[config.mk]
export PLATFORM = sky130hd
export DESIGN_NAME = vco_freq_ctrl
export DESIGN_NICKNAME = d
export VERILOG_FILES = /design/src/rtl/vco_freq_ctrl.sv
export SDC_FILE = /design/constraint.sdc
export NUM_CORES = 1
export LEC_CHECK = 0
export ABC_AREA = 1
export CAP_MARGIN = 20
export CORE_UTILIZATION = 36
export DETAILED_ROUTE_END_ITERATION = 6
export SLEW_MARGIN = 20
export SYNTH_ARGS = -nofsm -noshare
export SYNTH_HDL_FRONTEND = slang
export SYNTH_SLANG_ARGS = --single-unit
export TNS_END_PERCENT = 20
[constraint.sdc]
create_clock -name clk_i -period 5.6 [get_ports clk_i]
set_input_delay 0.56 -clock clk_i [delete_from_list [all_inputs] [get_ports clk_i]]
set_output_delay 0.56 -clock clk_i [all_outputs]
set_load 0.01 [all_outputs]
[src/rtl/vco_freq_ctrl.sv]
// VCO frequency-lock controller: SAR search of the VCO control word against a target
// edge count per gate window, followed by +/-1 LSB tracking with a lock indicator.
module vco_freq_ctrl #(
    parameter int unsigned RESOLUTION_BITS = 32,
    parameter int unsigned CNT_WIDTH       = 16,
    parameter int unsigned SETTLE_CYCLES   = 64
) (
    input  logic                       clk_i,
    input  logic                       rst_i,
    input  logic                       start_i,
    input  logic                       abort_i,
    input  logic [CNT_WIDTH-1:0]       target_count_i,
    input  logic [CNT_WIDTH-1:0]       tol_i,
    input  logic [CNT_WIDTH-1:0]       window_i,
    input  logic                       vco_clk_i,
    output logic [RESOLUTION_BITS-1:0] voltage_ctrl_o,
    output logic                       busy_o,
    output logic                       locked_o,
    output logic [CNT_WIDTH-1:0]       meas_count_o,
    output logic                       meas_valid_o
);

    localparam int unsigned IdxW = (RESOLUTION_BITS > 1) ? $clog2(RESOLUTION_BITS) : 1;
    localparam logic [IdxW-1:0] IdxTop = IdxW'(RESOLUTION_BITS - 1);
    localparam logic [31:0] SettleLast = SETTLE_CYCLES - 1;
    localparam bit SkipSettle = (SETTLE_CYCLES == 0);

    typedef enum logic [1:0] {StIdle, StSettle, StMeasure, StEval} state_e;

    state_e                     state_q, state_d;
    logic [IdxW-1:0]            idx_q, idx_d;
    logic                       track_q, track_d;
    logic [RESOLUTION_BITS-1:0] ctrl_q, ctrl_d;
    logic                       locked_q, locked_d;
    logic [CNT_WIDTH-1:0]       meas_count_q, meas_count_d;
    logic                       meas_valid_q, meas_valid_d;
    logic [CNT_WIDTH-1:0]       tgt_q, tgt_d;
    logic [CNT_WIDTH-1:0]       tol_q, tol_d;
    logic [CNT_WIDTH-1:0]       win_m1_q, win_m1_d;
    logic [31:0]                timer_q, timer_d;
    logic [CNT_WIDTH-1:0]       edge_cnt_q, edge_cnt_d;
    logic                       sync1_q, sync2_q, sync3_q, edge_q;

    logic [CNT_WIDTH:0]         tgt_hi, tgt_lo;
    logic [CNT_WIDTH-1:0]       cnt_final;
    logic [IdxW-1:0]            idx_dec;
    state_e                     run_state;

    // Synchronise the VCO output and register a one-cycle pulse per rising edge.
    always_ff @(posedge clk_i) begin
        if (rst_i) begin
            sync1_q <= 1'b0;
            sync2_q <= 1'b0;
            sync3_q <= 1'b0;
            edge_q  <= 1'b0;
        end else begin
            sync1_q <= vco_clk_i;
            sync2_q <= sync1_q;
            sync3_q <= sync2_q;
            edge_q  <= sync2_q & ~sync3_q;
        end
    end

    // Controller state registers.
    always_ff @(posedge clk_i) begin
        if (rst_i) begin
            state_q      <= StIdle;
            idx_q        <= '0;
            track_q      <= 1'b0;
            ctrl_q       <= '0;
            locked_q     <= 1'b0;
            meas_count_q <= '0;
            meas_valid_q <= 1'b0;
            tgt_q        <= '0;
            tol_q        <= '0;
            win_m1_q     <= '0;
            timer_q      <= '0;
            edge_cnt_q   <= '0;
        end else begin
            state_q      <= state_d;
            idx_q        <= idx_d;
            track_q      <= track_d;
            ctrl_q       <= ctrl_d;
            locked_q     <= locked_d;
            meas_count_q <= meas_count_d;
            meas_valid_q <= meas_valid_d;
            tgt_q        <= tgt_d;
            tol_q        <= tol_d;
            win_m1_q     <= win_m1_d;
            timer_q      <= timer_d;
            edge_cnt_q   <= edge_cnt_d;
        end
    end

    // Next-state logic: sequencing, SAR bit decisions and tracking steps.
    always_comb begin
        state_d      = state_q;
        idx_d        = idx_q;
        track_d      = track_q;
        ctrl_d       = ctrl_q;
        locked_d     = locked_q;
        meas_count_d = meas_count_q;
        meas_valid_d = 1'b0;
        tgt_d        = tgt_q;
        tol_d        = tol_q;
        win_m1_d     = win_m1_q;
        timer_d      = timer_q;
        edge_cnt_d   = edge_cnt_q;

        // target+tol is never clamped; target-tol floors at zero.
        tgt_hi    = {1'b0, tgt_q} + {1'b0, tol_q};
        tgt_lo    = (tgt_q >= tol_q) ? {1'b0, tgt_q - tol_q} : '0;
        // Count including an edge arriving on the final window cycle, saturating.
        cnt_final = edge_cnt_q + CNT_WIDTH'(edge_q && (edge_cnt_q != '1));
        idx_dec   = idx_q - IdxW'(1);
        run_state = SkipSettle ? StMeasure : StSettle;

        if (abort_i) begin
            state_d  = StIdle;
            track_d  = 1'b0;
            locked_d = 1'b0;
        end else begin
            unique case (state_q)
                StIdle: begin
                    if (start_i) begin
                        state_d    = run_state;
                        idx_d      = IdxTop;
                        track_d    = 1'b0;
                        locked_d   = 1'b0;
                        ctrl_d     = '0;
                        ctrl_d[RESOLUTION_BITS-1] = 1'b1;
                        tgt_d      = target_count_i;
                        tol_d      = tol_i;
                        win_m1_d   = (window_i == '0) ? '0 : window_i - CNT_WIDTH'(1);
                        timer_d    = '0;
                        edge_cnt_d = '0;
                    end
                end
                StSettle: begin
                    timer_d = timer_q + 32'd1;
                    if (timer_q == SettleLast) begin
                        state_d    = StMeasure;
                        timer_d    = '0;
                        edge_cnt_d = '0;
                    end
                end
                StMeasure: begin
                    timer_d    = timer_q + 32'd1;
                    edge_cnt_d = cnt_final;
                    if (timer_q == 32'(win_m1_q)) begin
                        state_d      = StEval;
                        timer_d      = '0;
                        meas_count_d = cnt_final;
                        meas_valid_d = 1'b1;
                    end
                end
                StEval: begin
                    if (!track_q) begin
                        if (meas_count_q > tgt_q) begin
                            ctrl_d[idx_q] = 1'b0;
                        end
                        if (idx_q != '0) begin
                            idx_d          = idx_dec;
                            ctrl_d[idx_dec] = 1'b1;
                        end else begin
                            track_d = 1'b1;
                        end
                    end else if ({1'b0, meas_count_q} > tgt_hi) begin
                        locked_d = 1'b0;
                        if (ctrl_q != '0) ctrl_d = ctrl_q - RESOLUTION_BITS'(1);
                    end else if ({1'b0, meas_count_q} < tgt_lo) begin
                        locked_d = 1'b0;
                        if (ctrl_q != '1) ctrl_d = ctrl_q + RESOLUTION_BITS'(1);
                    end else begin
                        locked_d = 1'b1;
                    end
                    state_d    = run_state;
                    timer_d    = '0;
                    edge_cnt_d = '0;
                end
                default: state_d = StIdle;
            endcase
        end
    end

    assign voltage_ctrl_o = ctrl_q;
    assign busy_o         = (state_q != StIdle);
    assign locked_o       = locked_q;
    assign meas_count_o   = meas_count_q;
    assign meas_valid_o   = meas_valid_q;

endmodule
Word level (Yosys, flattened, before mapping)

Index checks and enable logic that the tools add are counted.

Add/subtract/negate cells: 8
$lt $le $gt $ge: 8
Equal/unequal tests: 16
Muxes and demuxes: 42
Bitwise logic cells: 7
Reductions and logical operators: 20

Operators by type and width:

| cell                                                                 | count |
|---|---|
| 32-bit two-way mux                                                   | 14 |
| 32-bit one-hot mux with 4 select lines                               | 1 |
| 32-bit by 1-bit adder with 32-bit output, second input constant      | 2 |
| 16-bit two-way mux                                                   | 4 |
| 16-bit one-hot mux with 4 select lines                               | 1 |
| 32-bit one-hot mux with 2 select lines                               | 1 |
| 32-bit bitwise AND                                                   | 1 |
| 32-bit by 16-bit == test with 1-bit output                           | 1 |
| 32-bit by 6-bit == test with 1-bit output, second input constant     | 1 |
| 32-bit != test, second input constant                                | 1 |
| 32-bit NOT                                                           | 1 |
| 32-bit OR                                                            | 1 |
| 32-bit nonzero test                                                  | 1 |
| 32-bit by 1-bit subtractor with 32-bit output, second input constant | 1 |
| 16-bit by 16-bit adder with 17-bit output                            | 1 |
| 16-bit by 17-bit > comparator with 1-bit output                      | 1 |
| 16-bit by 1-bit adder with 16-bit output                             | 1 |
| 16-bit >= comparator                                                 | 1 |
| 16-bit > comparator                                                  | 1 |
| 16-bit logical NOT                                                   | 1 |
| 16-bit less-than comparator                                          | 1 |
| 16-bit != test, second input constant                                | 1 |
| 16-bit by 1-bit subtractor with 16-bit output, second input constant | 1 |
| 16-bit subtractor                                                    | 1 |
| other kinds (26)                                                     | 60 |

Flip-flop bits (word level): 158
Bits of input ports: 53
Output and inout port bits: 51
Logic and storage cells: 117

Longest topological paths before layout

Word-level depth: 14
Depth in mapped cells: 42
Gate-level depth less buffers: 41

Least setup slack after synthesis

Ideal clock, no wire load.

Path type: register to register
From: register tol_q[2]
To: register ctrl_q[20], in the netlist voltage_ctrl_o[20]
Library setup time: 0.064 ns
Arrival: 5.307 ns
Required time: 5.536 ns
Path slack: 0.229 ns
Cell stages (with the launch flop): 41
Path buffers: 1
Period minus slack after synthesis: 5.371 ns
Cell sequence: dfxtp_1 -> inv_1 -> ha_1 -> buf_4 -> inv_2 -> a21oi_1 -> nand2_1 -> nand4_1 -> nand2_1 -> a21boi_0 -> o21ai_0 -> a31oi_1 -> nor2_1 -> nor2_1 -> nor2_1 -> nor2_1 -> xor2_1 -> ha_1 -> [5 not listed] -> nand2_2 -> inv_1 -> ha_1 -> inv_1 -> nor2_1 -> o21ai_0 -> and2_1 -> inv_1 -> nand2_1 -> nand2_1 -> a21oi_1 -> o21ai_0 -> or2_2 -> nand3_1 -> nand3_1 -> nand3_1 -> nand2_1 -> nor2_1

Word-level cells in the longest chain between the ends: 5
Elaborated cells on any way between the ends: 13
Those cells by class: add/sub (2); order compare (3); eq/ne (3); mux (4); reduce/logical (1)

RTL lines:

| element                                                                                 | line     | RTL |
|---|---|---|
| start, declared                                                                         | 38       | `logic [CNT_WIDTH-1:0] tol_q, tol_d;` |
| start signal, assigned                                                                  | 88       | `tol_q <= tol_d;` |
| 16-bit subtractor, or another cell as far along                                         | 112      | `tgt_lo = (tgt_q >= tol_q) ? {1'b0, tgt_q - tol_q} : '0;` |
| 16-bit two-way mux or 16-bit by 17-bit > comparator with 1-bit output (tied branches)   | 112, 168 |  |
| 16-bit less-than comparator or 32-bit two-way mux (tied branches)                       | 171, 168 |  |
| 4-bit != test (no line) or 32-bit two-way mux (tied branches)                           | -        |  |
| 6-bit AND reduction (no line) or 32-bit one-hot mux with 2 select lines (tied branches) | -        |  |
| end signal, assigned                                                                    | 83       | `ctrl_q <= ctrl_d;` |
| end, declared                                                                           | 33       | `logic [RESOLUTION_BITS-1:0] ctrl_q, ctrl_d;` |

Parallel ways exist; a longest one is shown, timed or not.
A chain may end at the register's enable or synchronous reset.

Worst setup path in the final report

From: register tgt_q[0]
To: register ctrl_q[25], in the netlist voltage_ctrl_o[25]

Word-level cells in the longest chain between the ends: 9
Elaborated cells on any way between the ends: 20
Those cells by class: add/sub (2); order compare (4); eq/ne (3); mux (9); bitwise (1); reduce/logical (1)

RTL lines:

| element                                                   | line | RTL |
|---|---|---|
| start, declared                                           | 37   | `logic [CNT_WIDTH-1:0] tgt_q, tgt_d;` |
| start signal, assigned                                    | 87   | `tgt_q <= tgt_d;` |
| branches (longest 9 deep; another with 16-bit subtractor) | -    |  |

Parallel ways; which one is timed is not known. The select of a mux whose other input is x is not followed.

==> metrics <==
Num Clock Sinks 158; worst slew pin tran 1080 ps; count leader, synth nand2_1; initial core utilization 36.4%; Worst Path Arrival 5670 ps; multiplexer area fraction after synthesis 0%; sequential share of the synthesized area 24.5%; Initial DRC Count 928; Die Y 191 um; final period utilization 95.4%; vias in the first global route 12,900; Seq cells post-synth 158; Max Root-Sink Buffers 2; Synth top area share 24.5%; Core ar. 35,500 um^2; TritonCTS Buffers 17; startpoint types flop; global-route wire length before repair 65,300 um; Layout Skew 8.05 ps; Post-Synth Simple-Gate Area 30.2%; clock root buffer clkbuf_16; number of antenna diodes 0; status completed; Relative slew margins 27.4%; Worst path slowest cell fa_1; Worst Slack Setup Final 256 ps; Synth top cells by count nand2_1 (395), inv_1 (227), nor2_1 (219); Pins Over Slew Limit 0; Hold WC Path Type reg -> reg; layout cells sized above 1 8.38%; Final min period 5340 ps; Die ar. 36,700 um^2; area added between synthesis and finish 18.6%; Post-Synth XOR/XNOR Area 4.81%; Post-synth EDFFs 0; post-synth cell types 55; GRT Total Usage 22.2%; maximum vdd drop 0.216 mV; vias per cell 5.26; post-synthesis cell area 12,900 um^2; clock edge transition at the registers on the reported setup and hold paths 70 ps; CTS Hold Bufs 0; CTS tree done; DRT Pass-1 Iters 5; standard-cell rows 69; RSZ-0062 raised after global routing yes; Max Freq 0.187 GHz; post-synthesis compound-gate area fraction 18.8%; Ys Warns 0; final wirelength 40,000 um; syn avg cell area 6.47 um^2; static leakage 6.49 nW; Synth area leaders dfxtp_1 (24%), ha_1 (12%), nand2_1 (11%); Top FF cell, synth dfxtp_1; Via Count 13,500; die width 191 um; initial antenna violation count 0; Cell Pwr Density 238 nW/um^2; post-route DRC violation count 0; hpwl dp 30,500 um; total grt overflow 0; ANT nets after route 0; final setup fails 0; Avg WL per Cell 15.6 um; H-tree Lvls 4; CP peak stage delay 410 ps; Final Hold Fails 0; post-place setup slack 3.69 ps; Crit Path Max Fanout 19; number of I/O port buffers 103; Final TNS setup 0 ps; Max-Cap Viols 0; Synth Area in Adders 12.3%; largest family of logic cells by synthesized area simple AND/OR/NAND/NOR gates; Boundary Pins 104; Final nets 2,266; pin count of the biggest net entering global routing 80; crit path buf inv count 4; WP data required 5930 ps; Crit Path Category reg -> reg; Worst-Skew Late Latency 440 ps; area leader, netlist dfxtp_1; syn_nets 2,175; FFs w/ async S/R, synth 0%; Placer Congestion 0.947; Synth Instances 1,997; CP Capture Type flop; Top delay family on crit path compound AO/OA/AOI/OAI gates
[stage by stage]
| step | total power, W | hold WS [ps] | cells | area, um^2 | utilization (%) |
|---|---|---|---|---|---|
| 6_report | 0.00365 | 390 | 2562 | 15300 | 43.2 |
| 3_3_place_gp | 0.00244 | 379 | 2528 | 14500 | 40.9 |
| 4_1_cts | 0.00365 | 391 | 2560 | 15100 | 42.6 |
| 2_1_floorplan | 0.00206 | 373 | 1997 | 12900 | - |
| 5_1_grt | 0.00389 | 404 | 2562 | 15300 | 43.2 |
| 3_5_place_dp | 0.00245 | 383 | 2528 | 14500 | 40.9 |
[repair_timing]
action | in CTS | in global routing
setup endpoints to repair | 3 | 24
pin swaps | 0 | 6
setup buffers | 0 | 2
gates resized for setup | 1 | 60
[layout make-up]
cell class                      count  area (um^2)
Clock inverter                     14          156
Timing Repair Buffer              144         1350
Inverter                          240          901
Multi-Input combinational cell   1527         8740
Clock buffer                       18          439
Sequential cell                   158         3160
Fill cell                        3716        20200
Tap cell                          461          577
[routing by layer]
metal	GRT usage [%]	part of all wire, %	vias up
met1	29.5	47	6203
met3	2.74	4.5	62
met2	37.2	46	352
met4	6.78	2.1	0
li1	-	-	6856
met5	0	0	-
[flip-flops by register name, indices dropped and copies added, names as in the netlist, 2 cells and up]
register	cells
meas_count_o	16
edge_cnt_q	16
voltage_ctrl_o	32
idx_q	5
win_m1_q	16
tgt_q	16
state_q	2
timer_q	32
tol_q	16
[layout by cell type (no fill, tap or decap), drive strengths merged, types with 13 or more instances in the layout]
| cell | instances |
|---|---|
| a21oi | 209 |
| a31oi | 14 |
| buf | 42 |
| clkbuf | 18 |
| clkdlybuf4s50 | 102 |
| dfxtp | 158 |
| ha | 122 |
| inv | 242 |
| nand2 | 402 |
| nand3 | 128 |
| nand4 | 39 |
| nor2 | 222 |
| nor3 | 37 |
| nor4 | 27 |
| o211ai | 13 |
| o21ai | 150 |
| or2 | 28 |
| xnor2 | 15 |
| xor2 | 56 |
[cells by family after synthesis]
kind of cell    count (synthesis)
simple gates                  891
xor+xnor                       71
fa+ha+maj                     125
compound gates                440
flops                         158
buf+inv                       312
[path summary, 6_finish.rpt]
| check | from | endpoint | slack (ps) | cells after the start |
|---|---|---|---|---|
| setup / recovery | tgt_q[0] | voltage_ctrl_o[25] | 260 | 31 |
| hold / removal | sync3_q | edge_q | 390 | 1 |
| setup reg to reg | tgt_q[0] | voltage_ctrl_o[25] | 260 | 31 |
| hold reg to reg | sync3_q | edge_q | 390 | 1 |
[power breakdown]
group          internal (W)  switching, W
combinational      0.000451      0.000733
clock              0.000676      0.000521
sequential          0.00118     0.0000913
total               0.00231       0.00134
(Power assumes the default switching activity.)
